===== src/rtl/mem_arbiter_pkg.sv =====
// Shared types for the two-port memory arbiter: FSM state encoding and port indices.
package mem_arb_pkg;
  typedef enum logic [1:0] {
    IDLE   = 2'd0,
    ACCESS = 2'd1,
    RESP   = 2'd2
  } state_e;

  localparam logic PORT_CPU = 1'b0;
  localparam logic PORT_DMA = 1'b1;
endpackage


===== src/rtl/mem_arbiter_if.sv =====
// Requester and memory-side bundle of the arbiter. The arbiter end uses the slave modport;
// requesters and the memory model use the master modport.
interface mem_arbiter_if #(
  parameter int ADDR_W = 4,
  parameter int DATA_W = 8
);
  // Handshake: a requester raises reqN with weN/addrN/wdataN stable and keeps them until
  // ackN pulses for one cycle; reqN is only sampled while the arbiter is idle, so reqN still
  // high in the cycle after ackN is a new request.
  logic              req0, we0, lock0, ack0;
  logic [ADDR_W-1:0] addr0;
  logic [DATA_W-1:0] wdata0, rdata0;
  logic              req1, we1, lock1, ack1;
  logic [ADDR_W-1:0] addr1;
  logic [DATA_W-1:0] wdata1, rdata1;
  logic [ADDR_W-1:0] mem_addr;
  logic              mem_read, mem_write;
  logic [DATA_W-1:0] mem_wdata, mem_rdata;
  logic              busy, owner;

  modport master (
    output req0, we0, lock0, addr0, wdata0,
    output req1, we1, lock1, addr1, wdata1,
    output mem_rdata,
    input  ack0, rdata0, ack1, rdata1,
    input  mem_addr, mem_read, mem_write, mem_wdata, busy, owner
  );

  modport slave (
    input  req0, we0, lock0, addr0, wdata0,
    input  req1, we1, lock1, addr1, wdata1,
    input  mem_rdata,
    output ack0, rdata0, ack1, rdata1,
    output mem_addr, mem_read, mem_write, mem_wdata, busy, owner
  );
endinterface


===== src/rtl/mem_arbiter_pick2.sv =====
// Combinational two-way winner selection: single request, lock hold, fixed priority, round-robin.
module arb_pick2
  import mem_arb_pkg::*;
#(
  parameter int FIXED_PRIO = 0
) (
  input  logic req0,
  input  logic req1,
  input  logic last_winner,
  input  logic lock_hold,
  input  logic owner,
  output logic winner,
  output logic valid
);
  always_comb begin
    winner = PORT_CPU;
    valid  = req0 | req1;
    if (req0 && !req1) begin
      winner = PORT_CPU;
    end else if (req1 && !req0) begin
      winner = PORT_DMA;
    end else if (req0 && req1) begin
      // A locked owner keeps the memory for exactly one more contested grant.
      if (lock_hold)             winner = owner;
      else if (FIXED_PRIO != 0)  winner = PORT_CPU;
      else                       winner = ~last_winner;
    end
  end
endmodule


===== src/rtl/mem_arbiter.sv =====
// Arbiter and sequencer sharing one single-port memory between the CPU (port 0) and DMA (port 1).
module mem_arbiter
  import mem_arb_pkg::*;
#(
  parameter int ADDR_W     = 4,
  parameter int DATA_W     = 8,
  parameter int FIXED_PRIO = 0
) (
  input  logic           clk,
  input  logic           reset_n,
  mem_arbiter_if.slave   bus,
  output state_e         state_dbg
);
  state_e            state;
  logic              last_winner;
  logic              lock_hold;
  logic              winner;
  logic              valid;
  logic [ADDR_W-1:0] sel_addr;
  logic [DATA_W-1:0] sel_wdata;
  logic              sel_we;

  arb_pick2 #(.FIXED_PRIO(FIXED_PRIO)) u_pick (
    .req0        (bus.req0),
    .req1        (bus.req1),
    .last_winner (last_winner),
    .lock_hold   (lock_hold),
    .owner       (bus.owner),
    .winner      (winner),
    .valid       (valid)
  );

  assign sel_addr  = winner ? bus.addr1  : bus.addr0;
  assign sel_wdata = winner ? bus.wdata1 : bus.wdata0;
  assign sel_we    = winner ? bus.we1    : bus.we0;
  assign state_dbg = state;

  always_ff @(posedge clk) begin
    if (!reset_n) begin
      state         <= IDLE;
      bus.mem_read  <= 1'b0;
      bus.mem_write <= 1'b0;
      bus.mem_addr  <= '0;
      bus.mem_wdata <= '0;
      bus.ack0      <= 1'b0;
      bus.ack1      <= 1'b0;
      bus.rdata0    <= '0;
      bus.rdata1    <= '0;
      bus.busy      <= 1'b0;
      bus.owner     <= PORT_CPU;
      last_winner   <= PORT_DMA;
      lock_hold     <= 1'b0;
    end else begin
      case (state)
        IDLE: begin
          if (valid) begin
            bus.mem_addr  <= sel_addr;
            bus.mem_wdata <= sel_wdata;
            bus.mem_write <= sel_we;
            bus.mem_read  <= ~sel_we;
            bus.owner     <= winner;
            bus.busy      <= 1'b1;
            last_winner   <= winner;
            // Any grant consumes the hold; RESP reloads it from the new owner's lock.
            lock_hold     <= 1'b0;
            state         <= ACCESS;
          end
        end
        ACCESS: begin
          if (bus.mem_read) begin
            if (bus.owner) bus.rdata1 <= bus.mem_rdata;
            else           bus.rdata0 <= bus.mem_rdata;
          end
          if (bus.owner) bus.ack1 <= 1'b1;
          else           bus.ack0 <= 1'b1;
          bus.mem_read  <= 1'b0;
          bus.mem_write <= 1'b0;
          state         <= RESP;
        end
        RESP: begin
          bus.ack0  <= 1'b0;
          bus.ack1  <= 1'b0;
          bus.busy  <= 1'b0;
          lock_hold <= bus.owner ? bus.lock1 : bus.lock0;
          state     <= IDLE;
        end
        default: state <= IDLE;
      endcase
    end
  end
endmodule

===== src/flat_wrapper.sv =====
// flat-port wrapper written by rule: the top's interface ports become plain ports
module mem_arbiter_flat import mem_arb_pkg::*;
#(
  parameter int ADDR_W     = 4,
  parameter int DATA_W     = 8,
  parameter int FIXED_PRIO = 0
)
  (clk, reset_n, state_dbg, bus_req0, bus_we0, bus_lock0, bus_addr0, bus_wdata0, bus_req1, bus_we1, bus_lock1, bus_addr1, bus_wdata1, bus_mem_rdata, bus_ack0, bus_rdata0, bus_ack1, bus_rdata1, bus_mem_addr, bus_mem_read, bus_mem_write, bus_mem_wdata, bus_busy, bus_owner);
  mem_arbiter_if #(.ADDR_W(ADDR_W), .DATA_W(DATA_W)) bus_i ();
  input  logic clk;
  input  logic reset_n;
  output state_e state_dbg;
  input wire logic [$bits(bus_i.req0)-1:0] bus_req0;
  input wire logic [$bits(bus_i.we0)-1:0] bus_we0;
  input wire logic [$bits(bus_i.lock0)-1:0] bus_lock0;
  input wire logic [$bits(bus_i.addr0)-1:0] bus_addr0;
  input wire logic [$bits(bus_i.wdata0)-1:0] bus_wdata0;
  input wire logic [$bits(bus_i.req1)-1:0] bus_req1;
  input wire logic [$bits(bus_i.we1)-1:0] bus_we1;
  input wire logic [$bits(bus_i.lock1)-1:0] bus_lock1;
  input wire logic [$bits(bus_i.addr1)-1:0] bus_addr1;
  input wire logic [$bits(bus_i.wdata1)-1:0] bus_wdata1;
  input wire logic [$bits(bus_i.mem_rdata)-1:0] bus_mem_rdata;
  output wire logic [$bits(bus_i.ack0)-1:0] bus_ack0;
  output wire logic [$bits(bus_i.rdata0)-1:0] bus_rdata0;
  output wire logic [$bits(bus_i.ack1)-1:0] bus_ack1;
  output wire logic [$bits(bus_i.rdata1)-1:0] bus_rdata1;
  output wire logic [$bits(bus_i.mem_addr)-1:0] bus_mem_addr;
  output wire logic [$bits(bus_i.mem_read)-1:0] bus_mem_read;
  output wire logic [$bits(bus_i.mem_write)-1:0] bus_mem_write;
  output wire logic [$bits(bus_i.mem_wdata)-1:0] bus_mem_wdata;
  output wire logic [$bits(bus_i.busy)-1:0] bus_busy;
  output wire logic [$bits(bus_i.owner)-1:0] bus_owner;
  assign bus_i.req0 = bus_req0;
  assign bus_i.we0 = bus_we0;
  assign bus_i.lock0 = bus_lock0;
  assign bus_i.addr0 = bus_addr0;
  assign bus_i.wdata0 = bus_wdata0;
  assign bus_i.req1 = bus_req1;
  assign bus_i.we1 = bus_we1;
  assign bus_i.lock1 = bus_lock1;
  assign bus_i.addr1 = bus_addr1;
  assign bus_i.wdata1 = bus_wdata1;
  assign bus_i.mem_rdata = bus_mem_rdata;
  assign bus_ack0 = bus_i.ack0;
  assign bus_rdata0 = bus_i.rdata0;
  assign bus_ack1 = bus_i.ack1;
  assign bus_rdata1 = bus_i.rdata1;
  assign bus_mem_addr = bus_i.mem_addr;
  assign bus_mem_read = bus_i.mem_read;
  assign bus_mem_write = bus_i.mem_write;
  assign bus_mem_wdata = bus_i.mem_wdata;
  assign bus_busy = bus_i.busy;
  assign bus_owner = bus_i.owner;
  mem_arbiter #(.ADDR_W(ADDR_W), .DATA_W(DATA_W), .FIXED_PRIO(FIXED_PRIO)) u_core (.clk(clk), .reset_n(reset_n), .bus(bus_i), .state_dbg(state_dbg));
endmodule

===== config.mk =====
export PLATFORM = sky130hd
export DESIGN_NAME = mem_arbiter_flat
export DESIGN_NICKNAME = d
export VERILOG_FILES = /design/src/rtl/mem_arbiter_pkg.sv /design/src/rtl/mem_arbiter_if.sv /design/src/rtl/mem_arbiter_pick2.sv /design/src/rtl/mem_arbiter.sv /design/src/flat_wrapper.sv
export SDC_FILE = /design/constraint.sdc
export NUM_CORES = 1
export LEC_CHECK = 0
export CAP_MARGIN = 10
export CORE_ASPECT_RATIO = 0.7
export CORE_UTILIZATION = 35
export CTS_CLUSTER_DIAMETER = 30
export DETAILED_ROUTE_END_ITERATION = 10
export PLACE_DENSITY = 0.73
export SETUP_SLACK_MARGIN = 0.02
export SYNTH_ARGS = -nofsm -noshare
export SYNTH_HDL_FRONTEND = slang
export SYNTH_SLANG_ARGS = --single-unit

===== constraint.sdc =====
create_clock -name clk -period 1.36 [get_ports clk]
set_input_delay 0.136 -clock clk [delete_from_list [all_inputs] [get_ports clk]]
set_output_delay 0.136 -clock clk [all_outputs]
set_load 0.1 [all_outputs]

==> flow_metrics.py <==
metrics = {
    "cells_and_area": {
        "seq_area_sq_um": 777,
        "layout_commonest_cell": "clkdlybuf4s50_1",
        "fin_cells": 301,
        "fin_area_sq_um": 2930,
        "multiInputGateArea_sq_um": 766,
        "area_delta_synth_final_pct": 85.7,
        "drive_gt1_share_pct": 26.4,
        "final_nets": 285,
        "n_antenna_cell": 0,
        "final_cell_mix": "39 x clkdlybuf4s50_1, 38 x buf_12, 33 x dfxtp_1, 21 x mux2i_1, 20 x nand2_1",
        "n_fill_cell": 328,
    },
    "clock_tree": {
        "tritoncts": "yes",
        "cts_buffers": 5,
        "cts_root_buffer": "clkbuf_8",
        "post_cts_buffers": 0,
        "clk_pin_slew_ps": 80,
        "clkLatencyLatePin_ps": 280,
        "clockBufferDepth": 2,
        "clock-sinks": 38,
        "htreeDepth": 2,
    },
    "routing": {
        "drt_iter0_markers": 40,
        "wl_per_cell_um": 13.5,
        "ant_nets": 0,
        "vias": 1457,
        "firstDrtPassIters": 4,
        "postRouteWirelength_um": 4050,
        "drc": 0,
        "viasPerCell": 4.84,
    },
    "place": {
        "port_buffers": 75,
        "dpl.cell_count": 293,
        "dp_hpwl_um": 3090,
        "dpl_worst_slack_ps": -217,
        "place_congestion": 0.781,
        "dpl_cell_area_sq_um": 2820,
    },
    "critical_path": {
        "reg2reg_depth": 4,
        "r2r_end": "u_core.bus.mem_write",
        "worst-setup-path-type": "reg2reg",
        "critPathMaxFanout": 2,
        "worstPathCellList": "or2_4, a31oi_4, mux2_4, a32o_1",
        "crit_family": "compound AO/OA/AOI/OAI gates",
        "worstPathRequired_ps": 1540,
        "max_stage_delay_ps": 330,
        "r2r_setup_slack_ps": -60,
        "crit_arrival_ps": 1600,
        "crit_slowest_cell": "mux2_4",
        "critPathCaptureType": "flop",
        "critPathLaunchType": "flop",
        "cp_num_buf_inv": 0,
        "reg2reg_from": "u_core.lock_hold",
    },
    "timing": {
        "final.setup.tns_ps": -60.9,
        "tightestPinTransition_ps": 230,
        "clock_skew_ps": 8.22,
        "timing.fmax_mhz": 705,
        "setup_viol": 2,
        "fin_crit_ps": 1420,
        "slew_headroom_pct": 84.6,
        "finalCritPeriodShare_pct": 104,
        "drv_slew": 0,
        "setup_slack_ps": -58.7,
        "rsz0062_at_grt": "true",
        "hold_viol_final": 0,
    },
    "power": {
        "total_power_uw": 3150,
        "cellLeakagePower_uw": 0.00111,
        "ir_drop_mv": 0.683,
        "p_per_area_nw_per_um2": 1080,
    },
    "yosys": {
        "synth_warnings": 0,
        "yosys-top-cells-area": "dfxtp_1 48%, mux2i_1 13%, nand2_1 5.2%, a21oi_1 4.8%, o21ai_0 4.4%",
        "netlist_instances": 164,
        "yosys_register_bits": 38,
        "yosysTopAreaCellShare_pct": 48.3,
        "seq_area_frac_synth_pct": 48.3,
        "syn-num-nets": 204,
        "synth_edf_count": 0,
        "netlist_area_sq_um": 1580,
        "synth_area_per_cell_sq_um": 9.61,
        "synthArstFlopShare_pct": 0,
        "synth-main-ff-cell": "dfxtp_1",
        "ys_types": 29,
        "yosys.area.top_type": "dfxtp_1",
    },
    "run_status": {
        "violations": "negative setup slack",
        "status": "complete, but fails checks",
    },
    "global_route": {
        "grt_pass1_vias": 1382,
        "track_usage_pct": 19.3,
        "grt_max_degree": 32,
        "grt_pass1_wl_um": 6700,
        "antenna_found_initial": 0,
        "grt_overflow_total": 0,
    },
    "floorplan": {
        "num_rows": 20,
        "io_pins": 76,
        "dieHeight_um": 58.1,
        "core_area_sq_um": 4330,
        "dieArea_sq_um": 4780,
        "die_w_um": 82.2,
        "start_util_pct": 36.4,
    },
    "flow_run": {
        "drv_cap": 0,
    },
    "worst_hold_path": {
        "min_to": "u_core.bus.rdata1[4]",
        "hp-start": "bus_mem_rdata[4]",
        "holdPathStages": 3,
        "hp-class": "in2reg",
    },
}
[final cells by class]
class	instances	share of cell area, %
Inverter	3	0.385
Tap cell	55	2.35
Timing Repair Buffer	86	41.8
Multi-Input combinational cell	111	26.2
Clock buffer	8	2.74
Sequential cell	38	26.6
[flip-flops by register name (all words and copies together) (netlist names)]
register	cells
u_core.bus.busy	1
u_core.lock_hold	1
u_core.bus.mem_read	1
u_core.bus.mem_write	1
u_core.last_winner	1
u_core.bus.ack0	1
u_core.bus.ack1	1
u_core.bus.owner	1
u_core.state_dbg	2
u_core.bus.rdata1	8
u_core.bus.mem_addr	4
u_core.bus.rdata0	8
u_core.bus.mem_wdata	8
[worst register-to-register path, stage by stage, from the launching register on]
cell and delay [ps]:
dfxtp_2 320, or2_4 250, a31oi_4 200, mux2_4 340, a32o_1 210
[cells in the mapped netlist, types with 2 or more instances]
cell,number
dfxtp_1,38
nand2_1,22
nor2b_1,9
inv_1,3
and2_1,3
mux2i_1,21
nor3_1,2
a21boi_0,9
buf_2,5
clkbuf_1,5
a21oi_1,15
o21ai_0,14
nand2b_1,2
[power breakdown]
group / total, uW / switching [uW] / internal [uW]
registers: 1270 / 83.4 / 1180
clock network: 731 / 367 / 364
logic: 1150 / 668 / 481
[metal layers]
layer / vias to the layer above / part of all wire, % / track usage (%)
met2: 43 / 50 / 30.3
met4: 0 / 1.2 / 8.77
li1: 726 / - / -
met5: - / 0 / 0
met3: 7 / 5.0 / 6.14
met1: 681 / 44 / 24.1
[worst max-delay path by stage]
| stage | startpoint | end | slack, ps | depth (start not counted) |
|---|---|---|---|---|
| floorplan | u_core.bus.owner | u_core.bus.mem_write | -310 | 5 |
| global placement | bus_req0 | u_core.bus.mem_wdata[6] | -160 | 5 |
| detailed placement | bus_req0 | u_core.bus.mem_addr[2] | -220 | 5 |
| CTS | u_core.lock_hold | u_core.bus.mem_write | -30 | 4 |
| global route | u_core.lock_hold | u_core.bus.mem_write | -100 | 4 |
| finish | u_core.lock_hold | u_core.bus.mem_write | -60 | 4 |
[metrics by stage]
step / hold slack, ps / util, %
5_1_grt: 450 / 67.6
3_5_place_dp: 495 / 65.0
3_3_place_gp: 489 / 65.0
6_report: 445 / 67.6
4_1_cts: 435 / 67.1
2_1_floorplan: 281 / -
[kinds of logic (layout without fill, tap and decap cells)]
family / Yosys count / in the layout / synth area share (%)
simple gates: 46 / 46 / 15.3
compound gates: 43 / 43 / 16.9
flops: 38 / 38 / 48.3
mux: 22 / 22 / 14.3
buf+inv: 15 / 97 / 5.24
[what timing repair did]
item                       CTS  global route
resized for setup            3             5
pin swaps                    3             1
setup endpoints to repair   15            29
hold buffers                 0             0
Note: power is estimated with default switching activity, not from simulation.
